$ cat config.mk
export PLATFORM = sky130hd
export DESIGN_NAME = frame_window_trigger
export DESIGN_NICKNAME = d
export VERILOG_FILES = /design/src/rtl/frame_trig_pkg.sv /design/src/rtl/frame_trig_edge.sv /design/src/rtl/frame_window_trigger.sv
export SDC_FILE = /design/constraint.sdc
export NUM_CORES = 1
export LEC_CHECK = 0
export ABC_AREA = 1
export BUFFER_PORTS_ARGS = -buffer_cell sky130_fd_sc_hd__buf_2
export CAP_MARGIN = 0
export CORE_AREA = 8 8 179 181
export CTS_BUF_LIST = sky130_fd_sc_hd__clkbuf_2
export CTS_CLUSTER_DIAMETER = 100
export CTS_CLUSTER_SIZE = 14
export DETAILED_ROUTE_END_ITERATION = 10
export DIE_AREA = 0 0 187 189
export GPL_ROUTABILITY_DRIVEN = 0
export PLACE_DENSITY = 0.55
export SYNTH_ARGS = -nofsm -noshare
export SYNTH_HDL_FRONTEND = slang
export SYNTH_HIERARCHICAL = 1
export SYNTH_SLANG_ARGS = --single-unit
$ cat constraint.sdc
create_clock -name clk -period 4.3 [get_ports clk]
set_input_delay 0.43 -clock clk [delete_from_list [all_inputs] [get_ports clk]]
set_output_delay 0.43 -clock clk [all_outputs]
set_load 0.01 [all_outputs]
$ cat src/rtl/frame_trig_pkg.sv
// Shared state encoding for the frame-window trigger.
package frame_trig_pkg;
  typedef enum logic [1:0] {
    S_IDLE   = 2'd0,
    S_ARMED  = 2'd1,
    S_ACTIVE = 2'd2,
    S_DONE   = 2'd3
  } trig_st_t;

  localparam logic [1:0] ST_IDLE   = 2'd0;
  localparam logic [1:0] ST_ARMED  = 2'd1;
  localparam logic [1:0] ST_ACTIVE = 2'd2;
  localparam logic [1:0] ST_DONE   = 2'd3;
endpackage

$ cat src/rtl/frame_trig_edge.sv
// Registered previous value and a single-cycle edge pulse.
// POL=1 selects the rising edge, POL=0 the falling edge.
module frame_trig_edge #(
  parameter bit POL = 1'b0
) (
  input  logic clk,
  input  logic rst,
  input  logic d,
  output logic pulse
);
  logic d_l;

  always_ff @(posedge clk or posedge rst) begin
    if (rst) d_l <= 1'b0;
    else     d_l <= d;
  end

  assign pulse = POL ? (~d_l & d) : (d_l & ~d);
endmodule

$ cat src/rtl/frame_window_trigger.sv
// Frame-window capture trigger: counts vsync frames after ROM download and
// opens a per-channel capture enable for a configured window of frames.
//   state  | meaning
//   IDLE   | waiting for arm or end of download
//   ARMED  | waiting for the start frame
//   ACTIVE | window open, dump_en = mask
//   DONE   | window closed, waiting for re-arm
module frame_window_trigger
  import frame_trig_pkg::*;
#(
  parameter int             FW         = 32,
  parameter int             NCH        = 4,
  parameter logic [FW-1:0]  DEF_START  = '0,
  parameter logic [FW-1:0]  DEF_LEN    = '0,
  parameter logic [NCH-1:0] DEF_MASK   = '1,
  parameter bit             VS_POL     = 1'b0,
  parameter bit             WAIT_DWNLD = 1'b1
) (
  input  logic           clk,
  input  logic           rst,
  input  logic           vs,
  input  logic           dwnld,
  input  logic           cfg_we,
  input  logic [FW-1:0]  cfg_start,
  input  logic [FW-1:0]  cfg_len,
  input  logic [NCH-1:0] cfg_mask,
  input  logic           arm,
  input  logic           abort,
  output logic [FW-1:0]  frame_cnt,
  output logic [NCH-1:0] dump_en,
  output logic           active,
  output logic           done,
  output logic [1:0]     st
);
  localparam logic [FW-1:0] ONE = FW'(1);
  localparam trig_st_t RST_ST = WAIT_DWNLD ? S_IDLE : S_ARMED;

  logic           fedge, dfall;
  logic [FW-1:0]  cnt_nxt, wcnt, wcnt_nxt;
  logic [FW-1:0]  start, len;
  logic [NCH-1:0] mask;
  trig_st_t       state, st_nxt;

  frame_trig_edge #(.POL(VS_POL)) u_vs_edge (
    .clk(clk), .rst(rst), .d(vs), .pulse(fedge)
  );

  frame_trig_edge #(.POL(1'b0)) u_dw_edge (
    .clk(clk), .rst(rst), .d(dwnld), .pulse(dfall)
  );

  // end of download restarts the frame count even if a frame edge coincides
  always_comb begin
    cnt_nxt = frame_cnt;
    if (dfall)                     cnt_nxt = '0;
    else if (fedge && ~&frame_cnt) cnt_nxt = frame_cnt + ONE;
  end

  always_ff @(posedge clk or posedge rst) begin
    if (rst) frame_cnt <= '0;
    else     frame_cnt <= cnt_nxt;
  end

  always_ff @(posedge clk or posedge rst) begin
    if (rst) begin
      start <= DEF_START;
      len   <= DEF_LEN;
      mask  <= DEF_MASK;
    end else if (cfg_we && (state == S_IDLE || state == S_DONE)) begin
      start <= cfg_start;
      len   <= cfg_len;
      mask  <= cfg_mask;
    end
  end

  always_comb begin
    st_nxt   = state;
    wcnt_nxt = wcnt;
    if (abort) begin
      st_nxt = S_IDLE;
    end else if (WAIT_DWNLD && dwnld) begin
      st_nxt = S_IDLE;
    end else begin
      case (state)
        S_IDLE: begin
          if (arm || (WAIT_DWNLD && dfall)) begin
            st_nxt   = S_ARMED;
            wcnt_nxt = '0;
          end
        end
        S_ARMED: begin
          // compare against the count as it will be after this edge
          if (fedge && cnt_nxt >= start) begin
            st_nxt   = S_ACTIVE;
            wcnt_nxt = ONE;
          end
        end
        S_ACTIVE: begin
          if (fedge) begin
            if (len != '0 && wcnt == len) st_nxt = S_DONE;
            else if (~&wcnt)              wcnt_nxt = wcnt + ONE;
          end
        end
        S_DONE: begin
          if (arm) begin
            st_nxt   = S_ARMED;
            wcnt_nxt = '0;
          end
        end
        default: st_nxt = S_IDLE;
      endcase
    end
  end

  always_ff @(posedge clk or posedge rst) begin
    if (rst) begin
      state   <= RST_ST;
      wcnt    <= '0;
      dump_en <= '0;
      active  <= 1'b0;
      done    <= 1'b0;
    end else begin
      state   <= st_nxt;
      wcnt    <= wcnt_nxt;
      dump_en <= (st_nxt == S_ACTIVE) ? mask : '0;
      active  <= (st_nxt == S_ACTIVE);
      done    <= (st_nxt == S_DONE);
    end
  end

  assign st = state;
endmodule
==> results.md <==
Status:
- The run finished with clean final reports.

Final layout:
- The library cell used most frequently in the layout, excluding fill and tap cells, is nand2_1.
- The share of the core filled with cells in the final layout is roughly 36%.
- Fill cells in the final layout number just over 3k.
- The net count of the finished layout is ~1.5k.
- After routing the design area is between 10000 and 15000 sq um.
- In the layout the commonest cells are nand2_1 (287), nor2_1 (175), inv_1 (150).
- The repair_antennas step left the layout with diodes totalling 0.
- The share of layout cells above drive strength 1 is approximately 15%.
- Relative to the synthesized area, the layout overhead comes to 23.66%.

Worst setup path:
- Data arrives at the worst endpoint at roughly 4.6 ns.
- Of all nets on the critical path, the largest fanout is 32.
- The endpoint required time on the critical path is between 4 and 5 ns.
- The worst setup path is captured at a flop.
- The startpoint kind of the worst setup timing path is a flop.
- The category of the critical setup timing path is flop to flop.

STA:
- The total of endpoints with negative setup slack in the final report is 0.
- The relative max-transition margin is roughly 37%.
- The smallest hold slack is 0.1069 ns.
- The final critical-path required period is between 3 and 4 ns.
- For the pin with the worst max-slew slack, the measured transition is 0.9426 ns.
- The ratio of final minimum period to clock period is around 92%.
- The final total negative setup slack is 0 ns.
- Based on the critical path, the design can be clocked at up to between 200 and 300 MHz.
- The clock tree skew after final layout is roughly 0.028 ns.
- The total count of max-transition violations in the final report came to 0.
- The hold violation total from the final report is 0.
- Setup slack closes at around 0.34 ns.

Global routing:
- Entering global routing, the biggest net connects roughly 90 pins.
- Summed over all layers, the global routing overflow is 0.
- The number of global-route vias before repair is between 7k and 8k.
- The number of antenna violations at the first check in global routing is 0.
- Global routing used ~14% of the available tracks.
- The wire length of the first global-routing pass is 41540 um.

Logic synthesis:
- Among all flip-flop cells after synthesis, the most frequent one is dfrtp_1.
- Summed over all instances, the cell type with the most area after synthesis is dfrtp_1.
- For this run, the number of Yosys warnings is 6.
- The sequential share of the synthesized area is between 40% and 50%.
- The post-synthesis net count is 1290.
- Yosys attributes the largest share of cell area to dfrtp_1 (40%), nand2_1 (13%), nor2_1 (7.7%).
- Counting flops and latches in the post-synthesis netlist gives about 140.
- Yosys mapped a number of flops with a built-in enable equal to 0.
- The total standard cell area after synthesis is 8630 sq um.
- The synthesized design devotes to its leading area cell type approximately two fifths of total area.
- The cell count after synthesis is approximately 1.2k.
- After synthesis, the share of flip-flops with an asynchronous set or reset is 100.0%.
- The count of cell types in the netlist is 42.
- The average instance in the mapped netlist occupies 7.338 sq um.

Drt:
- After detailed routing, the number of vias per cell comes to 4.617.
- Once detail routing completed, the nets flagged for antenna violations numbered 0.
- For this block, the initial DRC count from the detailed router was roughly 540.
- The number of detailed-route iterations in the first pass is 5.
- The number of vias after detailed routing is around 8.1k.
- The routed design has 25490 um of wire.
- The detail-routed net length per standard cell is between 10 and 15 um.
- In the routed design, unresolved DRC markers number 0.

Power:
- The total power per unit cell area is 268.7 nW/um^2.
- Across the VDD grid, the largest voltage drop is 0.1325 mV.
- The leakage power figure is 5.137 nW.

Floorplanning:
- The die is about 190 um tall.
- The full die area is roughly 35000 sq um.
- The I/O pin count is 115.
- The floorplan step set the die width to roughly 190 um.
- The floorplan has 63 rows.
- The initial core utilization is about 30%.
- The placeable core region is between 20000 and 30000 sq um.

Clock network:
- The clock-pin slew of the registers on the worst-case setup and hold paths is 0.23 ns.
- The H-tree generated during clock tree synthesis spans 4 levels.
- At the later pin of the worst-skew pair, clock insertion delay measures between 0.7 and 0.8 ns.
- The largest buffer count on any clock path is 2.
- CTS placed an instance of clkbuf_2 at the clock tree root.
- Clock tree synthesis found a total of between 100 and 150 sinks.
- The TritonCTS clock tree is built.
- The clock buffer count from CTS is 17.

Place:
- The detailed placer's ending HPWL is ~19000 um.
- The count of buffers inserted at the top-level ports is ~110.
- The post-place setup slack is roughly 0.17 ns.
- The cell area after placement is 9597 sq um.

Job:
- The number of max-capacitance violations reported is 0.

Hold path:
- The kind of path behind the tightest hold check is input pin to flop.
worst max-delay path, cell delays in order, from the launching register on:
cell        delay, ns
dfrtp_1          0.51
nand2_1          0.11
nor2_1           0.24
nand3_1          0.11
nor2_1           0.14
nand4_1          0.16
nand2_4          0.22
clkinvlp_4       0.23
nand3_2          0.18
inv_1            0.11
a21oi_1          0.18
nor3b_2          0.08
ha_1             0.28
nand2_1          0.06
nor2_1           0.14
nand4_1          0.12
a21oi_1          0.17
nor2_1           0.07
nand2_1          0.07
nand2_1          0.09
nand2_2          0.18
buf_12           0.21
nand3_1          0.11
nand2_1          0.09
per-layer routing:
layer	routed length [um]	up-vias	track usage, %
li1	-	4107	-
met1	11290	3800	18.02
met2	12410	209	24.34
met3	1286	33	2.723
met4	512	0	5.009
met5	0	-	0
metrics by stage:
stage	power, mW	instances
after floorplan	1.840	1176
after global placement	1.980	1654
after detailed placement	1.993	1654
after CTS	2.912	1758
after global routing	3.051	1765
final	2.868	1765
Yosys cell counts, types with 2 or more instances:
master    number
buf_2          7
inv_2          7
mux2_2        14
inv_1        152
clkbuf_1      17
buf_1          5
nor2_2         2
nand3_2        2
ha_1          39
nor2_1       176
a211oi_1       2
dfrtp_1      138
xnor2_1       15
xor2_1        29
nand2_2        2
a31oi_1        3
dfstp_2        4
nand4_1       18
a21o_1         2
nand3_1       60
a21oi_1       86
nor3_1        53
o21a_1         3
nor4_1        14
or2_2          2
nand2_1      290
buf_6          3
o21ai_0       14
nor3_2         4
logic make-up after synthesis:
family / synth area share, %
flip-flops: 41.24
buffers and inverters: 8.859
multiplexers: 1.827
adder cells (fa/ha/maj): 5.655
AO/OA/AOI/OAI: 6.815
AND/OR/NAND/NOR: 31.14
XOR/XNOR: 4.466
power by group:
group / internal (mW) / switching (mW)
clock: 0.324 / 0.525
sequential: 1.44 / 0.0571
combinational: 0.216 / 0.302
cell type report:
type	instances	area (sq um)	share of cell area, %
Clock buffer	17	85.08	0.7973
Clock inverter	15	168.9	1.583
Tap cell	390	488.0	4.573
Multi-Input combinational cell	840	4344	40.71
Sequential cell	142	3560	33.36
Inverter	160	609.3	5.710
Timing Repair Buffer	201	1416	13.27
registers in the layout, indices dropped and copies added (netlist names):
name / flops
wcnt: 32
active: 1
frame_cnt: 32
st: 2
u_dw_edge/d_l: 1
len: 32
mask: 4
start: 32
dump_en: 4
done: 1
u_vs_edge/d_l: 1
path summary, 6_finish.rpt:
check / cells past startpoint / start / slack (ns) / endpoint
setup / recovery: 23 / frame_cnt[15] / 0.34 / wcnt[2]
hold / removal: 6 / arm / 0.11 / st[1]
setup reg to reg: 23 / frame_cnt[15] / 0.34 / wcnt[2]
hold reg to reg: 2 / mask[0] / 0.49 / mask[0]
max in group asynchronous: 4 / rst / 2.93 / mask[3]
min in group asynchronous: 3 / rst / 0.39 / frame_cnt[17]
timing repair:
| item | 4_1_cts | 5_1_grt |
|---|---|---|
| endpoints found under the hold margin | 154 | 0 |
| hold buffers | 72 | 0 |
| endpoints found under the setup margin | 0 | 38 |
| setup buffers | 0 | 7 |
| resized for setup | 0 | 12 |
Note: power is estimated with default switching activity, not from simulation.
